[src/rtl/cache_mem_arbiter_pkg.sv]
`default_nettype none
// ----------------------------------------------------------------------------
// cache_mem_arbiter_pkg: shared state encoding, requester ids, write-back address helpers
// Revision: 1.0
// ----------------------------------------------------------------------------
package cache_mem_arbiter_pkg;

    typedef enum logic [1:0] {
        ST_IDLE = 2'd0,
        ST_WB   = 2'd1,
        ST_RD   = 2'd2
    } arb_state_t;

    localparam logic REQ_ICACHE = 1'b0;
    localparam logic REQ_DCACHE = 1'b1;

    localparam int TAG_W     = 28;
    localparam int TAG_SHIFT = 4;

    // Write-back address is the line tag followed by a zero line offset.
    function automatic logic [31:0] wb_addr(input logic [TAG_W-1:0] tag);
        return {tag, {TAG_SHIFT{1'b0}}};
    endfunction

endpackage
`default_nettype wire

[src/rtl/cache_mem_arbiter_rr_pick2.sv]
`default_nettype none
// ----------------------------------------------------------------------------
// rr_pick2: combinational two-way round-robin select; the requester not served last wins ties
// Revision: 1.0
// ----------------------------------------------------------------------------
module rr_pick2
    import cache_mem_arbiter_pkg::*;
(
    input  logic [1:0] pending,
    input  logic       last,
    output logic       grant,
    output logic       any
);

    always_comb begin
        grant = REQ_ICACHE;
        if (pending == 2'b11) begin
            grant = ~last;
        end else if (pending[1]) begin
            grant = REQ_DCACHE;
        end
        any = |pending;
    end

endmodule
`default_nettype wire

[src/rtl/cache_mem_arbiter.sv]
`default_nettype none
// ----------------------------------------------------------------------------
// cache_mem_arbiter: shares one memory port between I-cache and D-cache, write-back before refill
// Revision: 1.0
// ----------------------------------------------------------------------------
module cache_mem_arbiter
    import cache_mem_arbiter_pkg::*;
#(
    parameter int TIMEOUT = 64
) (
    input  logic        CLK,
    input  logic        Reset,
    input  logic [1:0]  req_ReadValid,
    input  logic [63:0] req_ReadAddr,
    input  logic [1:0]  req_WriteValid,
    input  logic [55:0] req_WriteTag,
    input  logic [63:0] req_WriteData,
    output logic [1:0]  req_ReadReady,
    output logic [31:0] req_ReadData,
    output logic [1:0]  req_WriteAck,
    output logic        mem_Valid,
    output logic        mem_RW,
    output logic [31:0] mem_Addr,
    output logic [31:0] mem_WriteData,
    input  logic        mem_Ready,
    input  logic [31:0] mem_ReadData,
    output logic        err_Timeout
);

    localparam int WD_W = (TIMEOUT > 0) ? $clog2(TIMEOUT + 1) : 1;
    localparam logic [WD_W-1:0] WD_LAST = WD_W'((TIMEOUT > 0) ? TIMEOUT - 1 : 0);

    arb_state_t       state;
    logic             last;
    logic             grant;
    logic [WD_W-1:0]  wdog;

    logic             pick;
    logic             pick_any;
    logic [31:0]      pick_raddr;
    logic [TAG_W-1:0] pick_tag;
    logic [31:0]      pick_wdata;
    logic [31:0]      grant_raddr;
    logic             wd_expire;
    logic             rd_done;

    rr_pick2 u_pick (
        .pending (req_ReadValid | req_WriteValid),
        .last    (last),
        .grant   (pick),
        .any     (pick_any)
    );

    assign pick_raddr  = pick  ? req_ReadAddr[63:32]  : req_ReadAddr[31:0];
    assign pick_tag    = pick  ? req_WriteTag[55:28]  : req_WriteTag[27:0];
    assign pick_wdata  = pick  ? req_WriteData[63:32] : req_WriteData[31:0];
    assign grant_raddr = grant ? req_ReadAddr[63:32]  : req_ReadAddr[31:0];
    assign wd_expire   = (TIMEOUT != 0) && (wdog == WD_LAST);

    // The memory-side output registers double as the latched tag/data for the write-back.
    always_ff @(posedge CLK) begin
        if (Reset) begin
            state         <= ST_IDLE;
            last          <= 1'b1;
            grant         <= 1'b0;
            wdog          <= '0;
            mem_Valid     <= 1'b0;
            mem_RW        <= 1'b0;
            mem_Addr      <= '0;
            mem_WriteData <= '0;
            err_Timeout   <= 1'b0;
        end else begin
            case (state)
                ST_IDLE: begin
                    if (pick_any) begin
                        grant     <= pick;
                        wdog      <= '0;
                        mem_Valid <= 1'b1;
                        if (req_WriteValid[pick]) begin
                            state         <= ST_WB;
                            mem_RW        <= 1'b1;
                            mem_Addr      <= wb_addr(pick_tag);
                            mem_WriteData <= pick_wdata;
                        end else begin
                            state         <= ST_RD;
                            mem_RW        <= 1'b0;
                            mem_Addr      <= pick_raddr;
                            mem_WriteData <= '0;
                        end
                    end
                end
                ST_WB, ST_RD: begin
                    if (mem_Ready && state == ST_WB && req_ReadValid[grant]) begin
                        state         <= ST_RD;
                        wdog          <= '0;
                        mem_RW        <= 1'b0;
                        mem_Addr      <= grant_raddr;
                        mem_WriteData <= '0;
                    end else if (mem_Ready || wd_expire) begin
                        state         <= ST_IDLE;
                        last          <= grant;
                        mem_Valid     <= 1'b0;
                        mem_RW        <= 1'b0;
                        mem_Addr      <= '0;
                        mem_WriteData <= '0;
                        if (!mem_Ready) begin
                            err_Timeout <= 1'b1;
                        end
                    end else begin
                        wdog <= wdog + 1'b1;
                    end
                end
                default: begin
                    state     <= ST_IDLE;
                    mem_Valid <= 1'b0;
                end
            endcase
        end
    end

    // A refill strobe is withheld if the requester abandoned its read mid-transaction.
    assign rd_done = (state == ST_RD) && mem_Ready && req_ReadValid[grant];

    always_comb begin
        req_ReadReady = 2'b00;
        req_ReadData  = '0;
        req_WriteAck  = 2'b00;
        if (rd_done) begin
            req_ReadReady[grant] = 1'b1;
            req_ReadData         = mem_ReadData;
        end
        if (state == ST_WB && mem_Ready) begin
            req_WriteAck[grant] = 1'b1;
        end
    end

endmodule
`default_nettype wire
[config.mk]
export PLATFORM = sky130hd
export DESIGN_NAME = cache_mem_arbiter
export DESIGN_NICKNAME = d
export VERILOG_FILES = /design/src/rtl/cache_mem_arbiter_pkg.sv /design/src/rtl/cache_mem_arbiter_rr_pick2.sv /design/src/rtl/cache_mem_arbiter.sv
export SDC_FILE = /design/constraint.sdc
export NUM_CORES = 1
export LEC_CHECK = 0
export ABC_AREA = 1
export CAP_MARGIN = 20
export CORE_ASPECT_RATIO = 1.25
export CORE_MARGIN = 3
export CORE_UTILIZATION = 35
export CTS_BUF_LIST = sky130_fd_sc_hd__clkbuf_8
export DETAILED_ROUTE_END_ITERATION = 6
export PLACE_DENSITY_LB_ADDON = 0.1
export SLEW_MARGIN = 0
export SYNTH_ARGS = -nofsm -noshare
export SYNTH_HDL_FRONTEND = slang
export SYNTH_SLANG_ARGS = --single-unit
[constraint.sdc]
create_clock -name CLK -period 3.3 [get_ports CLK]
set_clock_uncertainty 0.1 [all_clocks]
set_input_delay 0.66 -clock CLK [delete_from_list [all_inputs] [get_ports CLK]]
set_output_delay 0.66 -clock CLK [all_outputs]
set_load 0.01 [all_outputs]
## Word-level counts from Yosys, hierarchy flattened

Cells that the tools add are included.

- $add $sub $neg: 1
- Magnitude comparators: 3
- Equal/unequal tests: 9
- Mux-type cells: 41
- Bitwise operators: 4
- Reductions and logical operators: 17

Operators with widths:

| kind | count |
|---|---|
| 2-to-1 mux 32 bit | 11 |
| one-hot mux 32 bit (2 select lines) | 2 |
| 2-to-1 mux 28 bit | 1 |
| 2-to-1 mux 7 bit | 3 |
| one-hot mux 7 bit (2 select lines) | 1 |
| 2-to-1 mux 1 bit | 13 |
| 2-to-1 mux 2 bit | 6 |
| AND reduction 3 bit | 4 |
| adder 7 x 1 -> 7 bit (second input constant) | 1 |
| == test 7 x 6 -> 1 bit (second input constant) | 1 |
| inequality test 2 bit (second input constant) | 3 |
| inequality test 3 bit (second input constant) | 2 |
| logical AND 1 bit | 5 |
| == test 2 bit (second input constant) | 2 |
| less-than comparator 1 x 2 -> 1 bit (second input constant) | 2 |
| one-hot mux 1 bit (2 select lines) | 2 |
| one-hot mux 2 bit (2 select lines) | 1 |
| AND reduction 2 bit | 2 |
| AND reduction 4 bit | 1 |
| OR reduction 2 bit | 2 |
| NOT 1 bit | 3 |
| == test 2 x 1 -> 1 bit (second input constant) | 1 |
| zero test 2 bit | 1 |
| bitwise OR 2 bit | 1 |
| 4 further kinds | 4 |

- Register bits: 78
- Bits of input ports: 223
- Word-level logic and storage cells: 84

## Logic depth before layout (Yosys ltp)

- Depth after elaboration: 8
- Gate-level depth with buffers: 11

## Hierarchy

A second synthesis with hierarchy kept.

- Cell total of the unflattened synthesis: 998
- Area total of the unflattened synthesis: 5471.5 µm²

By module, submodules not included:

| module | instances | cells each | area an instance (µm²) | sequential area each (µm²) |
|---|---|---|---|---|
| cache_mem_arbiter | 1 | 995 | 5456.5 | 1561.5 |
| rr_pick2 | 1 | 3 | 15.0 | 0.0 |

## Worst setup path after synthesis

OpenSTA, ideal clock, no wires.

- Kind: input to output
- Start: input req_ReadValid[0]
- End: output req_ReadData[10]
- Arrival time: 1410 ps
- Required time: 2540 ps
- Setup slack: 1130 ps
- Cell stages on the path: 5
- Buffers on the path: 1
- Cell sequence: inv_1 o21ai_1 nand3_1 clkbuf_1 nor2_1

- Cells in the longest elaborated chain, start to end: 4

RTL lines:

| what | line | text |
|---|---|---|
| start: declaration | cache_mem_arbiter.sv:13 | `input logic [1:0] req_ReadValid,` |
| 2-to-1 mux 1 bit (not written as such) (2 in series) | cache_mem_arbiter.sv:122 | `assign rd_done = (state == ST_RD) && mem_Ready && req_ReadValid[grant];` |
| logical AND 1 bit | cache_mem_arbiter.sv:122 |  |
| 2-to-1 mux 32 bit | cache_mem_arbiter.sv:128 | `if (rd_done) begin` |
| end: declaration | cache_mem_arbiter.sv:19 | `output logic [31:0] req_ReadData,` |

No other way between the ends. The select of a mux whose other input is x is not followed.

## Worst setup path after layout

- Start: input req_ReadValid[0]
- End: output req_ReadData[21]

Same word-level chain as after synthesis.

==> impl_metrics.csv <==
group,metric,value,unit
logic_synthesis,synth_cell_types,29,
setup_path,crit_chain,"clkdlybuf4s50_1 > inv_1 > o21ai_1 > nand3_1 > buf_12 > nor2_1 > clkdlybuf4s50_1",
setup_path,cpLargestDelayFamily,"buffers and inverters",
logic_synthesis,synth_ff_type,"dfxtp_1",
setup_path,critPathMaxFanout,34,
global_routing,grt_start_max_net_pins,57,
min_path,hold_class,"flip-flop to flip-flop",
logic_synthesis,synthTopCellsByArea,"nand2_1 35%, dfxtp_1 28%, a21oi_1 9.0%",
logic_synthesis,synth_edf_count,0,
setup_path,required,2540,ps
clocking,cts_tree,"yes",
logic_synthesis,async_flop_share,0,%
setup_path,worst-path-stages,7,
floorplan,start_util,35.8,%
setup_path,regToRegSetupSlack,840,ps
clocking,cts_setup_buffers,0,
clocking,cts_buffer_depth,2,
placement,gp_congestion,0.821,
routing,drc,0,
global_routing,grt_first_pass_wirelength,33.9,mm
final_layout,nets,1544,
sta,hold_viol,0,
logic_synthesis,ys_ff_latch,78,
clocking,h-tree-depth,3,
routing,wl,21.7,mm
clocking,insertion_delay,360,ps
sta,worstMarginPinSlew,633,ps
setup_path,crit_type,"input port to primary output",
global_routing,grt_pass1_vias,6602,
final_layout,antenna_cells,0,
global_routing,antenna_found_initial,0,
setup_path,r2r_cells,9,
setup_path,crit_end,"req_ReadData[21]",
setup_path,arrival,2330,ps
routing,drt-initial-drc-count,402,
clocking,root_buffer,"clkbuf_8",
routing,vias_per_cell,4.68,
clocking,path_clk_slew,80,ps
setup_path,cp-startpoint,"req_ReadValid[0]",
final_layout,fill_cells,1571,
setup_path,worstSetupStartpointType,"input port",
floorplan,die_x,119,um
setup_path,rr_startpoint,"state[0]",
clocking,postCtsHoldBufs,0,
setup_path,path_common_cell,"clkdlybuf4s50_1",
setup_path,cpMaxStageDelayCell,"clkdlybuf4s50_1",
final_layout,syn_to_final_growth,62.6,%
sta,slew-limit-headroom,57.8,%
placement,placed_cell_area,8940,sq um
floorplan,row_count,51,
outcome,status,"complete, no violations",
setup_path,end_kind,"primary output",
setup_path,worst-path-buf-inv,4,
sta,finalSetupViolations,0,
floorplan,die_y,148,um
setup_path,r2r_end,"mem_WriteData[13]",
final_layout,layout-drive-gt1-share,4.16,%
sta,period_minus_slack,3090,ps
sta,timing.final.crit_share,93.8,%
logic_synthesis,synth_top_area_share,35.2,%
pwr,irDropWorstVdd,0.445,mV
sta,rsz0062_at_grt,"no",
clocking,cts_resized,0,
sta,clock.fmax,0.323,GHz
clocking,cts_buffers,9,
logic_synthesis,syn-mean-instance-area,5.46,sq um
routing,firstDrtPassIters,6,
final_layout,final_cell_mix,"528 x nand2_1, 324 x clkdlybuf4s50_1, 101 x a21oi_1",
placement,place.detailed.hpwl,15.4,mm
floorplan,num_io_pins,326,
placement,io_buffers,325,
sta,slew_viol_final,0,
sta,finalSetupTns,0,ps
final_layout,fin_area,9140,sq um
routing,vias,7173,
pwr,p_leak,4.25,nW
setup_path,max_stage_delay,540,ps
global_routing,grt-ovfl-total,0,
logic_synthesis,syn_inst,1030,
logic_synthesis,synthesis.nets,1258,
pwr,powerDensity,553,nW/um^2
floorplan,die_area,17600,sq um
clocking,clock_sinks,78,
floorplan,core,15700,sq um
logic_synthesis,syn-cell-area,5620,sq um
global_routing,grt_util_all_layers,23.5,%
routing,wl_per_cell,14.1,um
logic_synthesis,ys_warn_count,0,
logic_synthesis,yosysTopAreaCell,"nand2_1",
routing,postRouteAntennaNets,0,
final_layout,final_common_cell,"nand2_1",
logic_synthesis,ys_seq_area_share,27.8,%
job,drv_cap,0,
worst min-delay path by stage:
stage                                  from                 to  cells after the start
after global placement          err_Timeout        err_Timeout                      1
after global routing      mem_WriteData[19]  mem_WriteData[19]                      2
final                     mem_WriteData[19]  mem_WriteData[19]                      2
after floorplan                     wdog[6]            wdog[6]                      2
after detailed placement  mem_WriteData[15]  mem_WriteData[15]                      2
after CTS                 mem_WriteData[15]  mem_WriteData[15]                      2
kinds of logic (layout without fill, tap and decap cells):
family,count (synthesis),count (layout),share of synthesized area (%)
AO/OA/AOI/OAI,150,150,13.9
adder cells (fa/ha/maj),5,5,1.11
flip-flops,78,78,27.8
XOR/XNOR,1,1,0.156
buffers and inverters,129,420,10.3
AND/OR/NAND/NOR,667,667,46.7
final cells by class:
class                   instances  area (sq um)  share of cell area (%)
clock buffers                   9           124                    1.35
clock inverters                 7          75.1                   0.821
inverters                      60           225                    2.46
multi-input cells             823          3490                    38.2
flip-flops and latches         78          1560                    17.1
well taps                     212           265                    2.90
repair buffers                344          3400                    37.2
power by group:
group          total (mW)  internal [mW]  leakage, nW  switching [mW]
logic                2.91           1.25         3.51            1.65
registers            1.41           1.24        0.640           0.167
clock network       0.738          0.352       0.0972           0.386
metal layers:
layer,vias to the layer above,GRT usage [%],wire length (um)
met1,3121,28.2,9120
met5,-,0,0
met4,0,6.48,308
met3,27,7.77,2010
li1,3778,-,-
met2,247,40.1,10300
sequential cells by signal, summed over array words and instances (netlist names):
signal,cells
grant,1
mem_Valid,1
state,2
mem_RW,1
mem_Addr,32
last,1
mem_WriteData,32
err_Timeout,1
wdog,7
Yosys cell counts, types with 3 or more instances:
library cell,count
buf_4,5
clkbuf_1,22
nor2_1,57
buf_1,4
buf_2,31
nand2_1,528
nand3_1,67
inv_1,56
buf_6,5
nand2_2,4
ha_1,5
inv_2,4
dfxtp_1,78
nor3_1,3
nor2_2,3
a21oi_2,3
o21ai_1,9
o21ai_0,33
a21oi_1,101
through the flow:
| step | utilization (%) | power, mW | worst slack [ps] | cells | hold slack [ps] |
|---|---|---|---|---|---|
| floorplan | - | 3.09 | 1130 | 1030 | 359 |
| global placement | 57.0 | 4.35 | 251 | 1517 | 351 |
| detailed placement | 57.0 | 4.36 | 216 | 1517 | 355 |
| CTS | 58.2 | 5.11 | 214 | 1533 | 367 |
| global route | 58.2 | 5.49 | 66.5 | 1533 | 385 |
| finish | 58.2 | 5.06 | 205 | 1533 | 366 |
tightest hold or removal path, cell delays in order, from the launching register on:
cell	delay, ps
dfxtp_1	310
nand2_1	60
a21oi_1	50
Note: power is estimated with default switching activity, not from simulation.
